==> src/rtl/bcd2bin_seq.sv <==
// Sequential BCD-to-binary converter: one multiply-by-10-and-add step per digit, MSD first,
// with a start/busy/valid handshake and flags for invalid digits and output overflow.
module bcd2bin_seq #(
    parameter int unsigned DIGITS = 6,
    parameter int unsigned OUT_W  = 18
) (
    input  logic                  clk,
    input  logic                  reset,
    input  logic                  start,
    input  logic [4*DIGITS-1:0]   bcd_in,
    output logic                  busy,
    output logic                  valid,
    output logic [OUT_W-1:0]      bin_out,
    output logic                  error,
    output logic                  overflow
);

    localparam int unsigned BCD_W = 4 * DIGITS;
    localparam int unsigned ACC_W = OUT_W + 4;
    localparam int unsigned CNT_W = (DIGITS > 1) ? $clog2(DIGITS) : 1;

    localparam logic [ACC_W-1:0] ACC_MAX = {4'b0000, {OUT_W{1'b1}}};

    localparam logic [1:0] S_IDLE    = 2'd0;
    localparam logic [1:0] S_CHECK   = 2'd1;
    localparam logic [1:0] S_CONVERT = 2'd2;
    localparam logic [1:0] S_DONE    = 2'd3;

    logic [1:0]       state, state_d;
    logic [BCD_W-1:0] shadow, shadow_d;
    logic [ACC_W-1:0] acc, acc_d;
    logic [CNT_W-1:0] cnt, cnt_d;
    logic             ovf, ovf_d;
    logic             busy_d, valid_d, error_d, overflow_d;
    logic [OUT_W-1:0] bin_out_d;

    logic [BCD_W-1:0] shifted;
    logic [3:0]       digit;
    logic             bad_digit;
    logic [ACC_W-1:0] acc_mul;

    // Current digit: shift the consumed digits out so the next one sits in the top nibble.
    always_comb begin
        shifted = shadow << {cnt, 2'b00};
        digit   = shifted[BCD_W-1 -: 4];
        acc_mul = (acc << 3) + (acc << 1) + ACC_W'(digit);
    end

    always_comb begin
        bad_digit = 1'b0;
        for (int k = 0; k < int'(DIGITS); k++) begin
            if (shadow[4*k +: 4] > 4'd9) begin
                bad_digit = 1'b1;
            end
        end
    end

    always_comb begin
        state_d    = state;
        shadow_d   = shadow;
        acc_d      = acc;
        cnt_d      = cnt;
        ovf_d      = ovf;
        busy_d     = busy;
        valid_d    = 1'b0;
        bin_out_d  = bin_out;
        error_d    = error;
        overflow_d = overflow;

        case (state)
            S_IDLE: begin
                busy_d = 1'b0;
                if (start) begin
                    shadow_d = bcd_in;
                    acc_d    = '0;
                    cnt_d    = '0;
                    ovf_d    = 1'b0;
                    busy_d   = 1'b1;
                    state_d  = S_CHECK;
                end
            end
            S_CHECK: begin
                if (bad_digit) begin
                    state_d    = S_DONE;
                    busy_d     = 1'b0;
                    valid_d    = 1'b1;
                    bin_out_d  = '0;
                    error_d    = 1'b1;
                    overflow_d = 1'b0;
                end else begin
                    state_d = S_CONVERT;
                end
            end
            S_CONVERT: begin
                // Clamping keeps acc*10+9 inside ACC_W bits on every later step.
                if (acc_mul > ACC_MAX) begin
                    acc_d = ACC_MAX;
                    ovf_d = 1'b1;
                end else begin
                    acc_d = acc_mul;
                end
                cnt_d = cnt + CNT_W'(1);
                if (cnt == CNT_W'(DIGITS - 1)) begin
                    state_d    = S_DONE;
                    busy_d     = 1'b0;
                    valid_d    = 1'b1;
                    error_d    = 1'b0;
                    overflow_d = ovf_d;
                    bin_out_d  = ovf_d ? {OUT_W{1'b1}} : acc_d[OUT_W-1:0];
                end
            end
            default: begin
                state_d = S_IDLE;
                busy_d  = 1'b0;
            end
        endcase
    end

    always_ff @(posedge clk or negedge reset) begin
        if (!reset) begin
            state    <= S_IDLE;
            shadow   <= '0;
            acc      <= '0;
            cnt      <= '0;
            ovf      <= 1'b0;
            busy     <= 1'b0;
            valid    <= 1'b0;
            bin_out  <= '0;
            error    <= 1'b0;
            overflow <= 1'b0;
        end else begin
            state    <= state_d;
            shadow   <= shadow_d;
            acc      <= acc_d;
            cnt      <= cnt_d;
            ovf      <= ovf_d;
            busy     <= busy_d;
            valid    <= valid_d;
            bin_out  <= bin_out_d;
            error    <= error_d;
            overflow <= overflow_d;
        end
    end

endmodule

==> config.mk <==
export PLATFORM = sky130hd
export DESIGN_NAME = bcd2bin_seq
export DESIGN_NICKNAME = d
export VERILOG_FILES = /design/src/rtl/bcd2bin_seq.sv
export SDC_FILE = /design/constraint.sdc
export NUM_CORES = 1
export LEC_CHECK = 0
export ABC_AREA = 0
export BUFFER_PORTS_ARGS = -buffer_cell sky130_fd_sc_hd__buf_4
export CORE_MARGIN = 2
export CORE_UTILIZATION = 52
export CTS_CLUSTER_SIZE = 10
export DETAILED_ROUTE_END_ITERATION = 8
export GPL_TIMING_DRIVEN = 0
export HOLD_SLACK_MARGIN = 0.02
export PLACE_DENSITY = 0.74
export SLEW_MARGIN = 20
export SYNTH_ARGS = -nofsm -noshare
export SYNTH_HDL_FRONTEND = slang
export SYNTH_SLANG_ARGS = --single-unit
==> constraint.sdc <==
create_clock -name clk -period 13.1 [get_ports clk]
set_clock_uncertainty 0.05 [all_clocks]
set_input_delay 1.31 -clock clk [delete_from_list [all_inputs] [get_ports clk]]
set_output_delay 1.31 -clock clk [all_outputs]
set_load 0.05 [all_outputs]
==> summary.md, run 1 <==
| Metric | Value |
|---|---|
| Outcome | `complete, no violations` |
| Syn Std Cell Area | `4510 um^2` |
| #FFs+latches synth | `73` |
| WP buf/inv | `3` |
| Max_slew headroom | `38.7%` |
| Critical Path Max Stage Delay | `between 0.5 and 0.6 ns` |
| Maxcap violations | `0` |
| Clock tree sinks | `between 70 and 80` |
| Boundary Pins | `49` |
| DPL Wire Length | `roughly 8000 um` |
| Hold Buf Count CTS | `0` |
| CP arrival | `roughly 5 ns` |
| Port bufs | `between 40 and 50` |
| Top cells by area, synth | `dfrtp_1, ha_1, mux2_2` |
| DR vias/cell | `between 6 and 7` |
| Later-pin clock latency in the skew report | `around 0.37 ns` |
| Minimum setup slack in the final design | `between 8 and 9 ns` |
| Largest net degree at the start of global routing | `74` |
| Worst hold path type | `reg -> reg` |
| Avg Inst Size Synth | `10.6 um^2` |
| Crit path launch | `cnt[0]` |
| Initial drt markers | `between 200 and 250` |
| Top cell by count, worst path | `fa_1` |
| Mapped Cells | `~430` |
| HP Start | `acc[19]` |
| WP data required | `approximately 13 ns` |
| Core area | `slightly above 8000 um^2` |
| Sequential area share after synthesis | `approximately two fifths` |
| Die ar. | `9440 um^2` |
| # diodes | `0` |
| DRT Pass-1 Iters | `5` |
| CP max FO | `10` |
| Setup bufs post-CTS | `0` |
| Cell taking the most area after synthesis | `dfrtp_1` |
| Kind of end point of the critical path | `register` |
| Crit-path leading delay family | `compound AO/OA/AOI/OAI gates` |
| Total global-route track usage | `between 20% and 30%` |
| Clock root cell | `clkbuf_8` |
| Worst reg2reg startpoint | `cnt[0]` |
| DRT antenna net count | `0` |
| Final global-route overflow total | `0` |
| Least-Margin Pin Slew | `a little over 0.9 ns` |
| Synth warnings | `0` |
| RSZ-0062 raised after global routing | `no` |
| Final Hold Viols | `0` |
| Slew Viols, Final | `0` |
| Period utilization | `between 30% and 40%` |
| Tmin final | `around 4.9 ns` |
| First-pass GRT wire length | `between 15000 and 20000 um` |
| Routed WL per cell | `18.5 um` |
| Critical path, cell by cell | `clkbuf_1, mux4_2, inv_1, o22ai_1, fa_1, fa_1, a21o_1, a221oi_4, o211ai_2, a311oi_1, o221ai_2, a41oi_4, buf_6, a221o_1` |
| Vias in the first global route | `3638` |
| DRC violations left | `0` |
| Syn-to-layout area delta | `15.0%` |
| Max Root-Sink Buffers | `2` |
| Mapped Nets | `500` |
| Setup CP Type | `reg -> reg` |
| Setup violators final | `0` |
| Nets | `about 560` |
| Critical-path top delay cell | `mux4_2` |
| # H-tree levels | `3` |
| Most frequent cells in the layout | `dfrtp_1, a21oi_1, buf_4` |
| Die width | `approximately 97 um` |
| Number of synthesized flops with an enable pin | `0` |
| Final setup TNS | `0 ns` |
| CTS resizes | `0` |
| Dpl ws | `8.30 ns` |
| Synth top area share | `between 40% and 50%` |
| Commonest non-fill, non-tap cell in the layout | `dfrtp_1` |
| RePlAce Congestion | `approximately 0.96` |
| DR vias | `approximately 3.6k` |
| Share of layout cells above drive strength 1 | `a little over a fifth` |
| Antenna violations before repair | `0` |
| # rows | `33` |
| Detailed Route WL | `11000 um` |
| Filler Cell Count | `693` |
| Worst Setup Start Kind | `register` |
| Clock-pin slew on the worst setup and hold paths | `0.09 ns` |
| Top FF cell, synth | `dfrtp_1` |
| Asr flop ratio synth | `100%` |
| Die height | `97.2 um` |
| F_max | `204 MHz` |
| Unique masters post-synth | `55` |
| CTS tree | `built` |
| Initial Util | `54.4%` |
| Clock buffer count from CTS | `9` |
## flip-flops by register name, summed over array words and instances, names as in the netlist
| signal | cells |
|---|---|
| bin_out | 18 |
| overflow | 1 |
| error | 1 |
| shadow | 24 |
| busy | 1 |
| acc | 21 |
| state | 2 |
| ovf | 1 |
| cnt | 3 |
| valid | 1 |
## routing by layer
metal | track usage [%] | wire, um
met5 | 0 | 0
met4 | 10.2 | 267
met3 | 4.68 | 594
met2 | 36.8 | 5080
met1 | 33.0 | 5080
## synth_stat cells, types with 2 or more instances
master and count:
dfrtp_1 73, a21oi_1 51, ha_1 44, nand2_1 27, mux2_2 24, clkbuf_1 19
o21ai_0 19, a221o_1 15, nor2_1 12, nor3_1 12, inv_1 11, xor2_1 9
a31oi_1 8, and3_1 8, xnor2_1 7, a21o_1 6, mux2i_1 6, and2_1 5
a211o_1 4, buf_2 4, mux4_2 4, nand3_1 4, o211ai_1 4, o22ai_1 4
or3_1 4, a21boi_0 3, nand2b_1 3, nand3b_1 3, nand4_1 3, o21ai_1 3
and4_1 2, fa_1 2, nor2b_1 2
## area by class of cell
class | instances | area [um^2] | area share [%]
repair buffers | 48 | 360 | 6.94
plain buffers | 24 | 103 | 1.98
multi-input cells | 319 | 2540 | 49.0
inverters | 11 | 41.3 | 0.796
well taps | 105 | 131 | 2.53
flip-flops and latches | 73 | 1830 | 35.2
clock buffers | 9 | 124 | 2.39
clock inverters | 7 | 60.1 | 1.16
## worst register-to-register path, cell delays in order, from the launching register on
cell,delay (ns)
dfrtp_1,0.38
clkbuf_1,0.52
mux4_2,0.60
inv_1,0.07
o22ai_1,0.10
fa_1,0.51
fa_1,0.49
a21o_1,0.24
a221oi_4,0.35
o211ai_2,0.21
a311oi_1,0.42
o221ai_2,0.20
a41oi_4,0.34
buf_6,0.21
a221o_1,0.13
## stage by stage
step	area [um^2]	hold slack, ns	utilization [%]	cells
final	5190	0.448	62.5	596
after global routing	5190	0.463	62.5	596
after CTS	5190	0.452	62.5	596
after detailed placement	5000	0.427	60.3	580
after global placement	5000	0.424	60.3	580
after floorplan	4510	0.408	-	427
## worst paths after layout
check / end / slack (ns) / cells past startpoint
setup / recovery: acc[17] / 8.19 / 14
hold / removal: acc[19] / 0.45 / 1
setup reg to reg: acc[17] / 8.19 / 14
hold reg to reg: acc[19] / 0.45 / 1
max in group asynchronous: acc[0] / 11.38 / 1
min in group asynchronous: bin_out[8] / 1.01 / 1
## cell families (layout without fill, tap and decap cells)
group	Yosys count	in the layout	share of synthesized area (%)
AO/OA/AOI/OAI	135	135	20.8
AND/OR/NAND/NOR	87	87	9.70
flip-flops	73	73	40.5
adder cells (fa/ha/maj)	46	46	13.1
buffers and inverters	35	99	3.19
multiplexers	34	34	9.32
XOR/XNOR	17	17	3.47
Power of run 1 is not shown: default switching activity piles up to over one toggle a cycle in this logic, so the estimate is an artifact.
==> inputs of run 2 (changes only) <==
Clock period 13.1 ns to 5.1 ns, I/O delays scaled along.
==> run 2 against run 1 <==
  * Cell area about the same
  * Routed wire length decreased by 0.50%
  * Via count increased by 0.50%
  * Non-clock buffer count unchanged
  * First-iteration DRC count increased by 8.5%
  * Register-to-register slack got worse by 7.7 ns
  * Fmax increased by 5.5%
  * Die area unchanged
  * Sequential share of layout area about the same
==> summary.md, run 2 (synthesis results as in run 1) <==
| Metric | Value |
|---|---|
| Largest net degree at the start of global routing | `74 (unchanged)` |
| DR vias/cell | `6.08 (+0.50%)` |
| RSZ-0062 raised after global routing | `no` |
| Commonest non-fill, non-tap cell in the layout | `dfrtp_1` |
| Hold Buf Count CTS | `0 (unchanged)` |
| Clock root cell | `clkbuf_8` |
| Setup CP Type | `reg -> reg` |
| Total global-route track usage | `23.9% (unchanged)` |
| Placed cells | `580 (unchanged)` |
| Final global-route overflow total | `0 (unchanged)` |
| DRC violations left | `0 (unchanged)` |
| Setup bufs post-CTS | `0 (unchanged)` |
| CTS tree | `built` |
| Period utilization | `91.2% (+54 points)` |
| Clock tree sinks | `73 (unchanged)` |
| Most frequent cells in the layout | `dfrtp_1, a21oi_1, buf_4` |
| Routed WL per cell | `18.4 um (-0.50%)` |
| Detailed Route WL | `11000 um (-0.50%)` |
| Syn-to-layout area delta | `15.0% (about the same)` |
| Share of layout cells above drive strength 1 | `22.0% (+0.20 points)` |
| Die height | `97.2 um (unchanged)` |
| F_max | `215 MHz (+5.5%)` |
| Vias in the first global route | `3638 (unchanged)` |
| Met1 WL | `5040 um (-0.79%)` |
| # rows | `33 (unchanged)` |
| Boundary Pins | `49 (unchanged)` |
| Setup violators final | `0 (unchanged)` |
| # diodes | `0 (unchanged)` |
| Met3 WL post-DR | `609 um (+2.5%)` |
| Biggest regs | `shadow x24, acc x21, bin_out x18` |
| Initial drt markers | `218 (+8.5%)` |
| DRT Pass-1 Iters | `5 (unchanged)` |
| Number of standard cells in the layout, taps in and fillers out | `596 (unchanged)` |
| Maxcap violations | `0 (unchanged)` |
| Clock buffer count from CTS | `9 (unchanged)` |
| Port bufs | `48 (unchanged)` |
| Worst Setup Start Kind | `register` |
| DR vias | `3624 (+0.50%)` |
| RePlAce Congestion | `0.956 (unchanged)` |
| Antenna violations before repair | `0 (unchanged)` |
| Worst hold path type | `in -> async` |
| Outcome | `complete, no violations` |
| Filler Cell Count | `695 (+0.29%)` |
| Initial Util | `54.4% (unchanged)` |
| Max_slew headroom | `38.2% (-0.50 points)` |
| Max Root-Sink Buffers | `2 (unchanged)` |
| Core area | `8300 um^2 (unchanged)` |
| Later-pin clock latency in the skew report | `0.37 ns (about the same)` |
| Nets | `559 (unchanged)` |
| CP max FO | `10 (unchanged)` |
| # H-tree levels | `3 (unchanged)` |
| Final core occ | `62.5% (about the same)` |
| CP arrival | `4.90 ns (-0.25 ns)` |
| Die width | `97.2 um (unchanged)` |
| DPL Wire Length | `7970 um (unchanged)` |
| DRT antenna net count | `0 (unchanged)` |
| Clock-pin slew on the worst setup and hold paths | `0.09 ns (about the same)` |
| Met2 wire len | `5070 um (-0.18%)` |
| Kind of end point of the critical path | `register` |
| Least-Margin Pin Slew | `0.927 ns (+0.00753 ns)` |
| Final setup TNS | `0 ns (unchanged)` |
| Slew Viols, Final | `0 (unchanged)` |
| WP data required | `5.34 ns (-8.00 ns)` |
| Final Hold Viols | `0 (unchanged)` |
| Die ar. | `9440 um^2 (unchanged)` |
| Max reg flops | `24 (unchanged)` |
| Tmin final | `4.65 ns (-0.257 ns)` |
| First-pass GRT wire length | `18000 um (unchanged)` |
| Top sig layer | `met4` |
| Top reg by flops | `shadow` |
[run 2: final timing paths]
kind,from,endpoint,slack [ns],depth (start not counted)
min,reset,bin_out[8],0.19,1
min reg2reg,acc[19],acc[19],0.45,1
min in group clk,bcd_in[18],shadow[18],0.32,2
max reg2reg,cnt[0],acc[17],0.45,14
max in group asynchronous,reset,acc[13],4.16,1
max,cnt[0],acc[17],0.45,14
[run 2: area by class of cell]
class                      count  area (um^2)  share of cell area, %
clock buffer                   9          124                   2.39
buffer                        24          104                   2.00
clock inverter                 7         60.1                   1.16
inverter                      11         41.3                  0.796
multi-input combinational    319         2540                   49.0
timing repair buffer          48          360                   6.94
sequential                    73         1830                   35.2
tap                          105          131                   2.53
[run 2: per-layer routing]
metal	GRT usage, %	vias up
met2	36.8	117
met4	10.2	0
met1	33.0	1768
met3	4.68	20
li1	-	1719
met5	0	-
[run 2: what timing repair did]
item                                   CTS  global route
endpoints found under the hold margin    0             0
gates resized for setup                  0             2
setup endpoints to repair                0            10
[run 2: per-stage QoR]
step                      worst slack, ns  hold slack, ns  area [um^2]
after floorplan                     0.819           0.164         4510
after global placement              0.381           0.424         5000
after detailed placement            0.296           0.427         5000
after CTS                           0.206           0.259         5190
after global routing                0.239           0.297         5190
final                               0.447           0.191         5190
[run 2: worst max-delay path, stage by stage (launching register included)]
cell	delay (ns)
dfrtp_1	0.38
clkbuf_2	0.31
mux4_2	0.55
inv_1	0.07
o22ai_1	0.10
fa_1	0.51
fa_1	0.49
a21o_1	0.24
a221oi_4	0.35
o211ai_2	0.21
a311oi_1	0.42
o221ai_2	0.20
a41oi_4	0.34
buf_6	0.21
a221o_1	0.13
Power of run 2 is left out for the same reason.
